### config.mk
export PLATFORM = sky130hd
export DESIGN_NAME = fetch_sequencer
export DESIGN_NICKNAME = d
export VERILOG_FILES = /design/src/rtl/fetch_sequencer.sv
export SDC_FILE = /design/constraint.sdc
export NUM_CORES = 1
export LEC_CHECK = 0
export CAP_MARGIN = 30
export CORE_ASPECT_RATIO = 0.7
export CORE_MARGIN = 3
export CORE_UTILIZATION = 24
export DETAILED_ROUTE_END_ITERATION = 10
export MAX_ROUTING_LAYER = met4
export SLEW_MARGIN = 20
export SYNTH_ARGS = -nofsm -noshare
export SYNTH_HDL_FRONTEND = slang
export SYNTH_SLANG_ARGS = --single-unit
### constraint.sdc
create_clock -name clk -period 1.9 [get_ports clk]
set_input_delay 0.285 -clock clk [delete_from_list [all_inputs] [get_ports clk]]
set_output_delay 0.285 -clock clk [all_outputs]
set_load 0.05 [all_outputs]
### src/rtl/fetch_sequencer.sv
// Instruction fetch sequencer: owns the PC, loads the instruction register from program memory
// and issues it over a valid/ready handshake. Define FETCH_SEQ_LOOP_EN to wrap at LAST_ADDR.
module fetch_sequencer #(
  parameter int unsigned ADDR_W    = 5,
  parameter int unsigned INS_W     = 13,
  parameter int unsigned LAST_ADDR = 31,
  parameter int unsigned CNT_W     = 8
) (
  input  logic              clk,
  input  logic              rst_n,
  input  logic              start,
  input  logic              halt_req,
  output logic [ADDR_W-1:0] pm_addr,
  input  logic [INS_W-1:0]  pm_ins,
  output logic [INS_W-1:0]  ir,
  output logic              ir_valid,
  input  logic              ir_ready,
  input  logic              jmp_en,
  input  logic [ADDR_W-1:0] jmp_addr,
  output logic [ADDR_W-1:0] pc,
  output logic              halted,
  output logic [CNT_W-1:0]  issued_cnt
);

  typedef enum logic [1:0] {StIdle, StFetch, StIssue, StHalted} state_e;

  state_e             state_q, state_d;
  logic [ADDR_W-1:0]  pc_q, pc_d;
  logic [INS_W-1:0]   ir_q, ir_d;
  logic               ir_valid_q, ir_valid_d;
  logic [CNT_W-1:0]   cnt_q, cnt_d;

  logic               handshake;
  logic               at_last;
  logic [ADDR_W-1:0]  pc_seq;
  logic [ADDR_W-1:0]  pc_next;
  logic [CNT_W-1:0]   cnt_inc;

  assign handshake = ir_valid_q & ir_ready;
  assign at_last   = (pc_q == ADDR_W'(LAST_ADDR));

  // Sequential successor of the PC; the end-of-program case never wraps unless looping.
  always_comb begin
    pc_seq = pc_q + ADDR_W'(1);
    if (at_last) begin
`ifdef FETCH_SEQ_LOOP_EN
      pc_seq = '0;
`else
      pc_seq = pc_q;
`endif
    end
  end

  assign pc_next = jmp_en ? jmp_addr : pc_seq;
  assign cnt_inc = (cnt_q == {CNT_W{1'b1}}) ? cnt_q : cnt_q + CNT_W'(1);

  always_comb begin
    state_d    = state_q;
    pc_d       = pc_q;
    ir_d       = ir_q;
    ir_valid_d = ir_valid_q;
    cnt_d      = cnt_q;

    unique case (state_q)
      StIdle: begin
        if (start) begin
          state_d = StFetch;
          pc_d    = '0;
          cnt_d   = '0;
        end
      end

      StFetch: begin
        if (halt_req) begin
          state_d = StHalted;
        end else begin
          ir_d       = pm_ins;
          ir_valid_d = 1'b1;
          state_d    = StIssue;
        end
      end

      StIssue: begin
        // halt_req is level-sensitive: it only matters on the handshake cycle itself.
        if (handshake) begin
          ir_valid_d = 1'b0;
          cnt_d      = cnt_inc;
          pc_d       = pc_next;
          if (halt_req) begin
            state_d = StHalted;
          end else if (at_last && !jmp_en) begin
`ifdef FETCH_SEQ_LOOP_EN
            state_d = StFetch;
`else
            state_d = StHalted;
`endif
          end else begin
            state_d = StFetch;
          end
        end
      end

      StHalted: begin
        ir_valid_d = 1'b0;
        if (start) begin
          state_d = StFetch;
          pc_d    = '0;
          cnt_d   = '0;
        end
      end
    endcase
  end

  always_ff @(posedge clk or negedge rst_n) begin
    if (!rst_n) begin
      state_q    <= StIdle;
      pc_q       <= '0;
      ir_q       <= '0;
      ir_valid_q <= 1'b0;
      cnt_q      <= '0;
    end else begin
      state_q    <= state_d;
      pc_q       <= pc_d;
      ir_q       <= ir_d;
      ir_valid_q <= ir_valid_d;
      cnt_q      <= cnt_d;
    end
  end

  assign pm_addr    = pc_q;
  assign pc         = pc_q;
  assign ir         = ir_q;
  assign ir_valid   = ir_valid_q;
  assign halted     = (state_q == StHalted);
  assign issued_cnt = cnt_q;

endmodule

==> summary.md <==
| Metric | Value |
|---|---|
| DRT Pass-1 Iters | `4` |
| Largest family of logic cells by synthesized area | `compound AO/OA/AOI/OAI gates` |
| Minimum clock period | `around 1.8 ns` |
| XOR/XNOR Fraction of Synth Area | `0%` |
| Simple-gate share of the synthesized area | `approximately 14%` |
| Mapped cell area | `roughly 1600 um^2` |
| Crit-path cells | `clkdlybuf4s50_1` |
| First-pass GRT wire length | `about 6600 um` |
| Max VDD drop | `0.964 mV` |
| Tightest Pin Transition | `roughly 0.5 ns` |
| EDFF count, synth | `0` |
| Setup-failing EPs final | `0` |
| Largest net degree at the start of global routing | `30` |
| CTS Sinks | `29` |
| Static leakage | `1.04 nW` |
| Maximum clock rate | `around 550 MHz` |
| Average size of a mapped cell | `around 11 um^2` |
| Die Span Y | `approximately 74 um` |
| 1st-iter DRT viols | `25` |
| Place WS | `approximately 0.082 ns` |
| FF+latch count, synth | `29` |
| CP max stage delay | `0.83 ns` |
| CTS tree | `built` |
| Starting Density | `between 20% and 30%` |
| Total CTS buffers | `5` |
| Top delay family on crit path | `buffers and inverters` |
| DPL Wire Length | `~2900 um` |
| Ys flop type | `dfrtp_1` |
| Max Cap Viol | `0` |
| Final count of hold timing violations | `0` |
| Initial antenna violation count | `0` |
| Req. time, crit path | `roughly 1.6 ns` |
| Chip Width | `roughly 100 um` |
| Crit path launch type | `flop` |
| ANT cells | `0` |
| DRC violations left | `0` |
| Rel. slew slack | `about two thirds` |
| Clock tree buffer depth | `2` |
| Via count | `approximately 1300` |
| Top-area cell type share of the netlist area | `45.9%` |
| Worst Skew | `around 0.0076 ns` |
| Port Buffers | `56` |
| Sequential area share after synthesis | `between 40% and 50%` |
| Status | `completed` |
| Worst EP arrival | `approximately 1.5 ns` |
| FP Rows | `24` |
| RSZ-0062 raised after global routing | `true` |
| Fin crit share | `a little over nine tenths` |
| Synth unique cells | `33` |
| WL final | `approximately 3900 um` |
| Reg2Reg Depth | `7` |
| Area leader, netlist | `dfrtp_1` |
| Clock root cell | `clkbuf_8` |
| Most frequent cells after synthesis | `29 x dfrtp_1, 11 x o21ai_0, 10 x nand3_1` |
| IO Pins | `57` |
| Adder-Cell Fraction of Synth Area | `around 5.5%` |
| CP Max Fanout | `6` |
| Tot Pwr | `4.81 mW` |
| CP Buf/Inv Count | `1` |
| GPL Wtd Cong | `between 0.8 and 0.9` |
| Pwr dens | `around 2000 nW/um^2` |
| P&R area growth vs syn | `49.6%` |
| Crit Path Class | `flop to output port` |
| Synth async-reset ratio | `100%` |
| Reg clk slew, reported paths | `roughly 0.070 ns` |
| Total global routing overflow | `0` |
| Post-route setup slack | `between 0.07 and 0.08 ns` |
| Synth Area in Compound Gates | `~15%` |
| DIE AREA | `roughly 7600 um^2` |
| Hold/Removal Path Class | `primary input to async pin` |
| Fill count | `approximately 640` |
| Total GRT Usage | `11.5%` |
| H-tree lvl count | `2` |
| Worst skew pair latency | `~0.28 ns` |
| Worst path slowest cell | `clkdlybuf4s50_1` |
| Cell count after synthesis | `147` |
| Avg WL per Cell | `around 14 um` |
| Synth top area cells | `dfrtp_1 46%, mux2_1 6.4%, ha_1 5.5%, mux2_2 4.3%, o21ai_0 3.5%` |
| Mux cell area share after synthesis | `12.3%` |
| Vias in the first global route | `~1400` |
| Slew Limit Fails | `0` |
| Core Footprint | `around 6300 um^2` |
| Remaining antenna violation count | `0` |
| Drt via density | `~4.5` |
| Placed inst area | `2260 um^2` |
| CP Capture Type | `output port` |
| Most common cell in the netlist | `dfrtp_1` |
| Layout cell share with drive strength beyond 1 | `a little under a quarter` |
| WP depth | `1` |
| Yosys warns | `0` |
| Hold_buf cts | `0` |
| Syn Nets | `between 150 and 200` |
| Post-layout nets | `242` |
| Cell area after layout | `2370 um^2` |
sequential cells by signal, indices dropped and copies added, names as in the netlist:
| register | cells |
|---|---|
| ir_valid | 1 |
| pc | 5 |
| ir | 13 |
| issued_cnt | 8 |
| state_q | 2 |
per-stage QoR:
step                      setup TNS [ns]  cells  hold slack [ns]  utilization, %
after floorplan                  -0.0680    147          -0.0106               -
after global placement                 0    281            0.466            35.8
after detailed placement               0    281            0.474            35.8
after CTS                              0    289            0.412            37.2
after global routing             -0.0196    290            0.426            37.5
final                                  0    290            0.398            37.5
power by group:
part	total, mW	switching, mW	internal, mW
registers	1.18	0.261	0.921
clock network	0.530	0.235	0.295
logic	3.10	1.94	1.16
total	4.81	2.43	2.38
worst paths after layout:
kind	from	end	slack, ns
setup / recovery	issued_cnt[5]	issued_cnt[5]	0.08
max in group asynchronous	rst_n	pc[0]	1.20
hold / removal	rst_n	issued_cnt[7]	0.40
hold reg to reg	ir[11]	ir[11]	0.48
setup reg to reg	pc[1]	pc[2]	0.09
min in group clk	ir[11]	ir[11]	0.48
final cells by class:
class	count	area (um^2)	area share (%)
Timing Repair Buffer	70	648	27.4
Sequential cell	29	728	30.8
Multi-Input combinational cell	99	779	32.9
Clock buffer	8	90.1	3.81
Inverter	6	22.5	0.952
Tap cell	78	97.6	4.12
cell families after synthesis:
group           count (synthesis)
simple gates                   42
fa+ha+maj                       7
mux                            17
flops                          29
compound gates                 33
buf+inv                        19
what timing repair did:
action / 4_1_cts / 5_1_grt
setup buffers: 0 / 1
gates resized for setup: 0 / 4
setup endpoints to repair: 0 / 8
layout by cell type (no fill, tap or decap), types with 2 or more instances in the layout:
master | synthesis | final
inv_1 | 6 | 6
dfrtp_1 | 29 | 27
nand2b_1 | 4 | 4
dlymetal6s2s_1 | 0 | 4
nor2_1 | 9 | 9
o21ai_0 | 11 | 11
o221ai_1 | 4 | 4
a21oi_1 | 3 | 3
o21ai_1 | 5 | 5
nand3b_1 | 3 | 3
nand3_1 | 10 | 10
mux2_1 | 9 | 9
clkdlybuf4s50_1 | 0 | 41
buf_4 | 7 | 25
clkbuf_8 | 0 | 6
ha_1 | 7 | 5
dfrtp_2 | 0 | 2
nand2_1 | 8 | 8
o311ai_2 | 2 | 2
nand4_1 | 2 | 2
mux2_2 | 6 | 6
clkbuf_1 | 3 | 2
a22o_1 | 3 | 3
ha_4 | 0 | 2
per-layer routing:
metal / vias to the layer above / share of wire [%] / GRT usage, %
met4: 0 / 0.61 / 2.59
met5: - / 0 / -
met2: 36 / 42 / 16.8
li1: 653 / - / -
met1: 615 / 52 / 15.3
met3: 3 / 5.7 / 4.27
Power figures use the tool's default switching activity.
